**config.mk**
```make
export PLATFORM = sky130hd
export DESIGN_NAME = i2s_tx_flat
export DESIGN_NICKNAME = d
export VERILOG_FILES = /design/src/rtl/i2s_tx_if.sv /design/src/rtl/i2s_tx.sv /design/src/flat_wrapper.sv
export SDC_FILE = /design/constraint.sdc
export NUM_CORES = 1
export LEC_CHECK = 0
export BUFFER_PORTS_ARGS = -buffer_cell sky130_fd_sc_hd__clkbuf_2
export CAP_MARGIN = 5
export CORE_MARGIN = 3
export CORE_UTILIZATION = 45
export DETAILED_ROUTE_END_ITERATION = 8
export GPL_TIMING_DRIVEN = 0
export HOLD_SLACK_MARGIN = 0.06
export PLACE_DENSITY_LB_ADDON = 0.05
export SYNTH_ARGS = -nofsm -noshare
export SYNTH_HDL_FRONTEND = slang
export SYNTH_SLANG_ARGS = --single-unit
```
**constraint.sdc**
```tcl
create_clock -name clk -period 3 [get_ports clk]
set_input_delay 0.3 -clock clk [delete_from_list [all_inputs] [get_ports clk]]
set_output_delay 0.3 -clock clk [all_outputs]
set_load 0.01 [all_outputs]
```
**src/rtl/i2s_tx_if.sv**
```systemverilog
// Sample input bus from the mixer: one-cycle write strobe with its 24-bit sample.
interface i2s_tx_if;
    logic [23:0] i_data;
    logic        i_valid;

    modport master (output i_data, output i_valid);
    modport slave  (input  i_data, input  i_valid);
endinterface

```
**src/rtl/i2s_tx.sv**
```systemverilog
// I2S transmitter: buffers mono 24-bit samples in a small FIFO and sends each
// on both LRCK slots, MSB first with the standard one-BCLK delay.
module i2s_tx #(
    parameter int BCLK_DIV   = 4,
    parameter int DEPTH_LOG2 = 2,
    parameter int PRIME      = 2
) (
    input  logic                clk,
    input  logic                rst,
    i2s_tx_if.slave             in_if,
    output logic                o_bclk,
    output logic                o_lrck,
    output logic                o_sdata,
    output logic [DEPTH_LOG2:0] o_fill,
    output logic                o_overrun,
    output logic                o_underrun
);
    localparam int DEPTH = 2 ** DEPTH_LOG2;
    localparam int DW    = (BCLK_DIV > 1) ? $clog2(BCLK_DIV) : 1;

    typedef enum logic {IDLE, RUN} state_t;

    state_t                state_q, state_d;
    logic [DW-1:0]         div_q;
    logic [5:0]            bit_q;
    logic                  bclk_q, lrck_q, sdata_q, ovr_q, und_q;
    logic [23:0]           sample_q;
    logic [23:0]           mem_q [DEPTH];
    logic [DEPTH_LOG2-1:0] wr_q, rd_q;
    logic [DEPTH_LOG2:0]   fill_q;

    logic       run, wrap, fall, frame, empty, full, pop, wr_ok;
    logic [5:0] nbit;
    logic [4:0] pos, idx;
    logic       sbit;

    always_ff @(posedge clk or posedge rst) begin
        if (rst) state_q <= IDLE;
        else     state_q <= state_d;
    end

    always_comb begin
        state_d = state_q;
        if (state_q == IDLE && fill_q >= (DEPTH_LOG2+1)'(PRIME)) state_d = RUN;
    end

    always_comb begin
        run   = (state_q == RUN);
        wrap  = run && (div_q == DW'(BCLK_DIV - 1));
        fall  = wrap && bclk_q;
        frame = fall && (bit_q == 6'd63);
        empty = (fill_q == '0);
        full  = (fill_q == (DEPTH_LOG2+1)'(DEPTH));
        pop   = frame && !empty;
        // A same-cycle pop frees the head slot, so a write to a full FIFO still fits.
        wr_ok = in_if.i_valid && (!full || pop);
        nbit  = bit_q + 6'd1;
        pos   = nbit[4:0];
        idx   = 5'd24 - pos;
        sbit  = (pos >= 5'd1 && pos <= 5'd24) ? sample_q[idx] : 1'b0;
    end

    always_ff @(posedge clk) begin
        if (wr_ok) mem_q[wr_q] <= in_if.i_data;
    end

    always_ff @(posedge clk or posedge rst) begin
        if (rst) begin
            div_q    <= '0;
            bit_q    <= 6'd63;
            bclk_q   <= 1'b0;
            lrck_q   <= 1'b0;
            sdata_q  <= 1'b0;
            ovr_q    <= 1'b0;
            und_q    <= 1'b0;
            sample_q <= '0;
            wr_q     <= '0;
            rd_q     <= '0;
            fill_q   <= '0;
        end else begin
            ovr_q  <= in_if.i_valid && !wr_ok;
            und_q  <= frame && empty;
            fill_q <= fill_q + (DEPTH_LOG2+1)'(wr_ok) - (DEPTH_LOG2+1)'(pop);
            if (wr_ok) wr_q <= wr_q + 1'b1;
            if (pop)   rd_q <= rd_q + 1'b1;
            if (run) begin
                div_q <= wrap ? '0 : div_q + 1'b1;
                if (wrap) bclk_q <= ~bclk_q;
            end
            if (fall) begin
                bit_q   <= nbit;
                lrck_q  <= nbit[5];
                sdata_q <= sbit;
            end
            if (frame) sample_q <= empty ? '0 : mem_q[rd_q];
        end
    end

    assign o_bclk     = bclk_q;
    assign o_lrck     = lrck_q;
    assign o_sdata    = sdata_q;
    assign o_fill     = fill_q;
    assign o_overrun  = ovr_q;
    assign o_underrun = und_q;
endmodule

```
**src/flat_wrapper.sv**
```systemverilog
// flat-port wrapper written by rule: the top's interface ports become plain ports
module i2s_tx_flat 
#(
    parameter int BCLK_DIV   = 4,
    parameter int DEPTH_LOG2 = 2,
    parameter int PRIME      = 2
)
  (clk, rst, o_bclk, o_lrck, o_sdata, o_fill, o_overrun, o_underrun, in_if_i_data, in_if_i_valid);
  i2s_tx_if in_if_i ();
  input  logic clk;
  input  logic rst;
  output logic o_bclk;
  output logic o_lrck;
  output logic o_sdata;
  output logic [DEPTH_LOG2:0] o_fill;
  output logic o_overrun;
  output logic o_underrun;
  input wire logic [$bits(in_if_i.i_data)-1:0] in_if_i_data;
  input wire logic [$bits(in_if_i.i_valid)-1:0] in_if_i_valid;
  assign in_if_i.i_data = in_if_i_data;
  assign in_if_i.i_valid = in_if_i_valid;
  i2s_tx #(.BCLK_DIV(BCLK_DIV), .DEPTH_LOG2(DEPTH_LOG2), .PRIME(PRIME)) u_core (.clk(clk), .rst(rst), .in_if(in_if_i), .o_bclk(o_bclk), .o_lrck(o_lrck), .o_sdata(o_sdata), .o_fill(o_fill), .o_overrun(o_overrun), .o_underrun(o_underrun));
endmodule
```
==> results.toml <==
[yosys]
ys_seq_elements = 141
synthCells = 364
yosysSeqAreaShare_pct = 68.6
synth_edf_count = 96
synth-main-ff-cell = "edfxtp_1"
synth_area_um2 = 5850
avgSynthCellArea_um2 = 16.1
synth.distinct_cells = 47
synth_fp_nets = 402
async_reset_ff_share_pct = 31.9
ys_warn_count = 0

[drt]
vias_per_cell = 5.16
wl_per_cell_um = 17.8
drt_iter0_drc = 150
drtPass1Iterations = 5
wl_um = 10800
dr_total_vias = 3129
drc_errors = 0
ant_nets = 0

[power_and_ir_drop]
vdd_drop_max_mv = 0.463
clock_power_share_pct = 36.4
p_comb_share_pct = 21.8
power_uw = 6260
switching_share_pct = 26.5
leakagePower_uw = 0.00270
powerDensity_nw_per_um2 = 895
seqPwrFrac_pct = 41.8
p_sw_uw = 1660
internal_power_uw = 4600

[sta]
fmax_mhz = 361
skew_ps = 7.22
tightest_slew_ps = 850
finalHoldViolations = 0
min_period_over_period_pct = 92.4
slew_headroom_pct = 43.3
min_period_ps = 2770
rsz0062_at_grt = "no"
setup_violations = 0
tns_ps = 0
slew_violations = 0

[floorplanning]
die_x_um = 120
die_area_um2 = 14400
start_util_pct = 46.2
rows = 41
core-area_um2 = 12700
dieHeight_um = 120
io_pins = 35

[min_path]
hold_path_class = "in2reg"
min_path_cells = 1
holdPathEnd = "u_core.mem_q[0][9]$_DFFE_PP_"
hp-start = "in_if_i_data[9]"

[global_routing]
grt_pass1_vias = 3332
grt.overflow.total = 0
grt_max_degree = 26
antenna_found_initial = 0
grt_use_total_pct = 16.8
grt_first_pass_wirelength_um = 17700

[clock_tree]
cts_setup_buffers = 0
clk_pin_slew_ps = 60
cts-root-buf = "clkbuf_16"
clkLatencyLatePin_ps = 430
cts_tree = "yes"
numCtsBuffers = 17
clock_path_buffers = 2
h-tree-depth = 4
cts_sinks = 141

[final_layout]
fillCellCount = 1068
seqCellArea_um2 = 4020
area_delta_synth_final_pct = 19.4
antennaDiodeCount = 0
layout.nets = 459
layout_commonest_cell = "edfxtp_1"
drive_above_1_share_pct = 28.6
multi_input_area_um2 = 1680
layout_common_cells = "edfxtp_1 (96), nand2_1 (54), dfrtp_1 (39), clkbuf_2 (34), mux4_2 (26)"

[worst_setup_path]
criticalPathCategory = "reg2reg"
path_max_fanout = 8
timing.rr.end = "u_core.o_fill[2]$_DFF_PP0_"
cp.arrival_ps = 3080
cp-start-kind = "flop"
rrSetupSlack_ps = 230
required_ps = 3300
r2r-start = "u_core.bit_q[1]$_DFFE_PP1P_"
r2r_cells = 11
critPathCaptureType = "flop"

[place]
gp_congestion = 0.799
io_buffers = 34
hpwlAfterDp_um = 7170

[outcome]
status = "complete, no violations"

[flow_run]
max-cap-violations = 0
sequential cells by signal (all words and copies together), names as in the netlist:
register           flops
u_core.bit_q           6
u_core.run             1
u_core.sample_q       24
u_core.mem_q          96
u_core.o_lrck          1
u_core.o_fill          3
u_core.o_overrun       1
u_core.o_sdata         1
u_core.rd_q            2
u_core.wr_q            2
u_core.o_bclk          1
u_core.div_q           2
u_core.o_underrun      1
layer usage:
metal / vias up / wire length (um) / global-route usage, %
li1: 1470 / - / -
met1: 1596 / 4970 / 22.1
met2: 50 / 5350 / 26.1
met3: 13 / 339 / 5.66
met4: 0 / 157 / 6.23
met5: - / 0 / 0
critical path, stage by stage (launching register included):
cell     delay (ps)
dfstp_2         600
ha_2            280
nand4_1         170
nor2_2          240
nand3_4         180
nor2_2          170
ha_1            240
inv_1            50
ha_1            130
inv_1            50
fa_1            380
xor2_1          170
layout make-up:
cell class              count  share of cell area (%)
clock buffers              22                    6.50
flip-flops and latches    141                    57.5
plain buffers              20                    1.86
well taps                 172                    3.08
clock inverters            10                    2.70
inverters                  12                   0.645
repair buffers             38                    3.65
multi-input cells         191                    24.1
power groups by stage:
stage               sequential (uW)  combinational, uW  clock [uW]
global placement               2650               1310           0
detailed placement             2660               1390           0
finish                         2620               1360        2280
floorplan                      2640                978           0
global route                   2650               1540        2400
CTS                            2620               1390        2320
Yosys cell counts (all sizes together), types with 2 or more instances:
master	n	area, um^2
nor3b	2	15.0
dfrtp	39	976
dfstp	6	158
nand2b	2	12.5
nor4	2	12.5
mux2i	10	100
a21boi	3	33.8
xnor2	7	61.3
nor2	6	22.5
and3	3	21.3
clkbuf	10	37.5
edfxtp	96	2880
mux2	5	56.3
nand2	54	203
and2	4	25.0
xor2	7	61.3
o21ai	25	125
nand3	4	30.0
buf	10	92.6
inv	12	45.0
nor3	5	25.0
mux4	26	586
ha	10	125
cells by family (layout without fill, tap and decap cells):
logic type / count (synthesis) / in the layout / synth area share (%)
AOI/OAI and AO/OA: 37 / 37 / 4.06
muxes: 41 / 41 / 12.7
adders and majority gates: 11 / 11 / 2.48
DFF: 141 / 141 / 68.6
and+or+nand+nor: 88 / 88 / 7.08
buffers and inverters: 32 / 102 / 2.99
xor gates and xnor gates: 14 / 14 / 2.09
worst max path at each step:
stage,start,to,depth (start not counted)
2_1_floorplan,u_core.bit_q[1]$_DFFE_PP1P_,u_core.o_fill[2]$_DFF_PP0_,11
3_3_place_gp,u_core.bit_q[1]$_DFFE_PP1P_,u_core.mem_q[1][2]$_DFFE_PP_,6
3_5_place_dp,u_core.bit_q[1]$_DFFE_PP1P_,u_core.mem_q[2][2]$_DFFE_PP_,7
4_1_cts,u_core.bit_q[1]$_DFFE_PP1P_,u_core.o_fill[2]$_DFF_PP0_,11
5_1_grt,u_core.bit_q[1]$_DFFE_PP1P_,u_core.o_fill[2]$_DFF_PP0_,11
6_report,u_core.bit_q[1]$_DFFE_PP1P_,u_core.o_fill[2]$_DFF_PP0_,11
through the flow:
stage / instances / util, % / cell area, um^2 / hold slack, ps / setup slack, ps
after floorplan: 364 / - / 5850 / 399 / 395
after global placement: 570 / 49.2 / 6240 / 468 / -476
after detailed placement: 573 / 49.8 / 6320 / 334 / -53.3
after CTS: 606 / 55.0 / 6970 / 69.5 / 57.6
after global routing: 606 / 55.1 / 6990 / 73.1 / 44.1
final: 606 / 55.1 / 6990 / 86.8 / 227
timing repair:
item	CTS	global route
cloned	0	0
resized for setup	3	4
hold buffers	1	0
endpoints found under the setup margin	35	26
endpoints found under the hold margin	14	0
No activity file was read; power rests on OpenSTA's default activity.
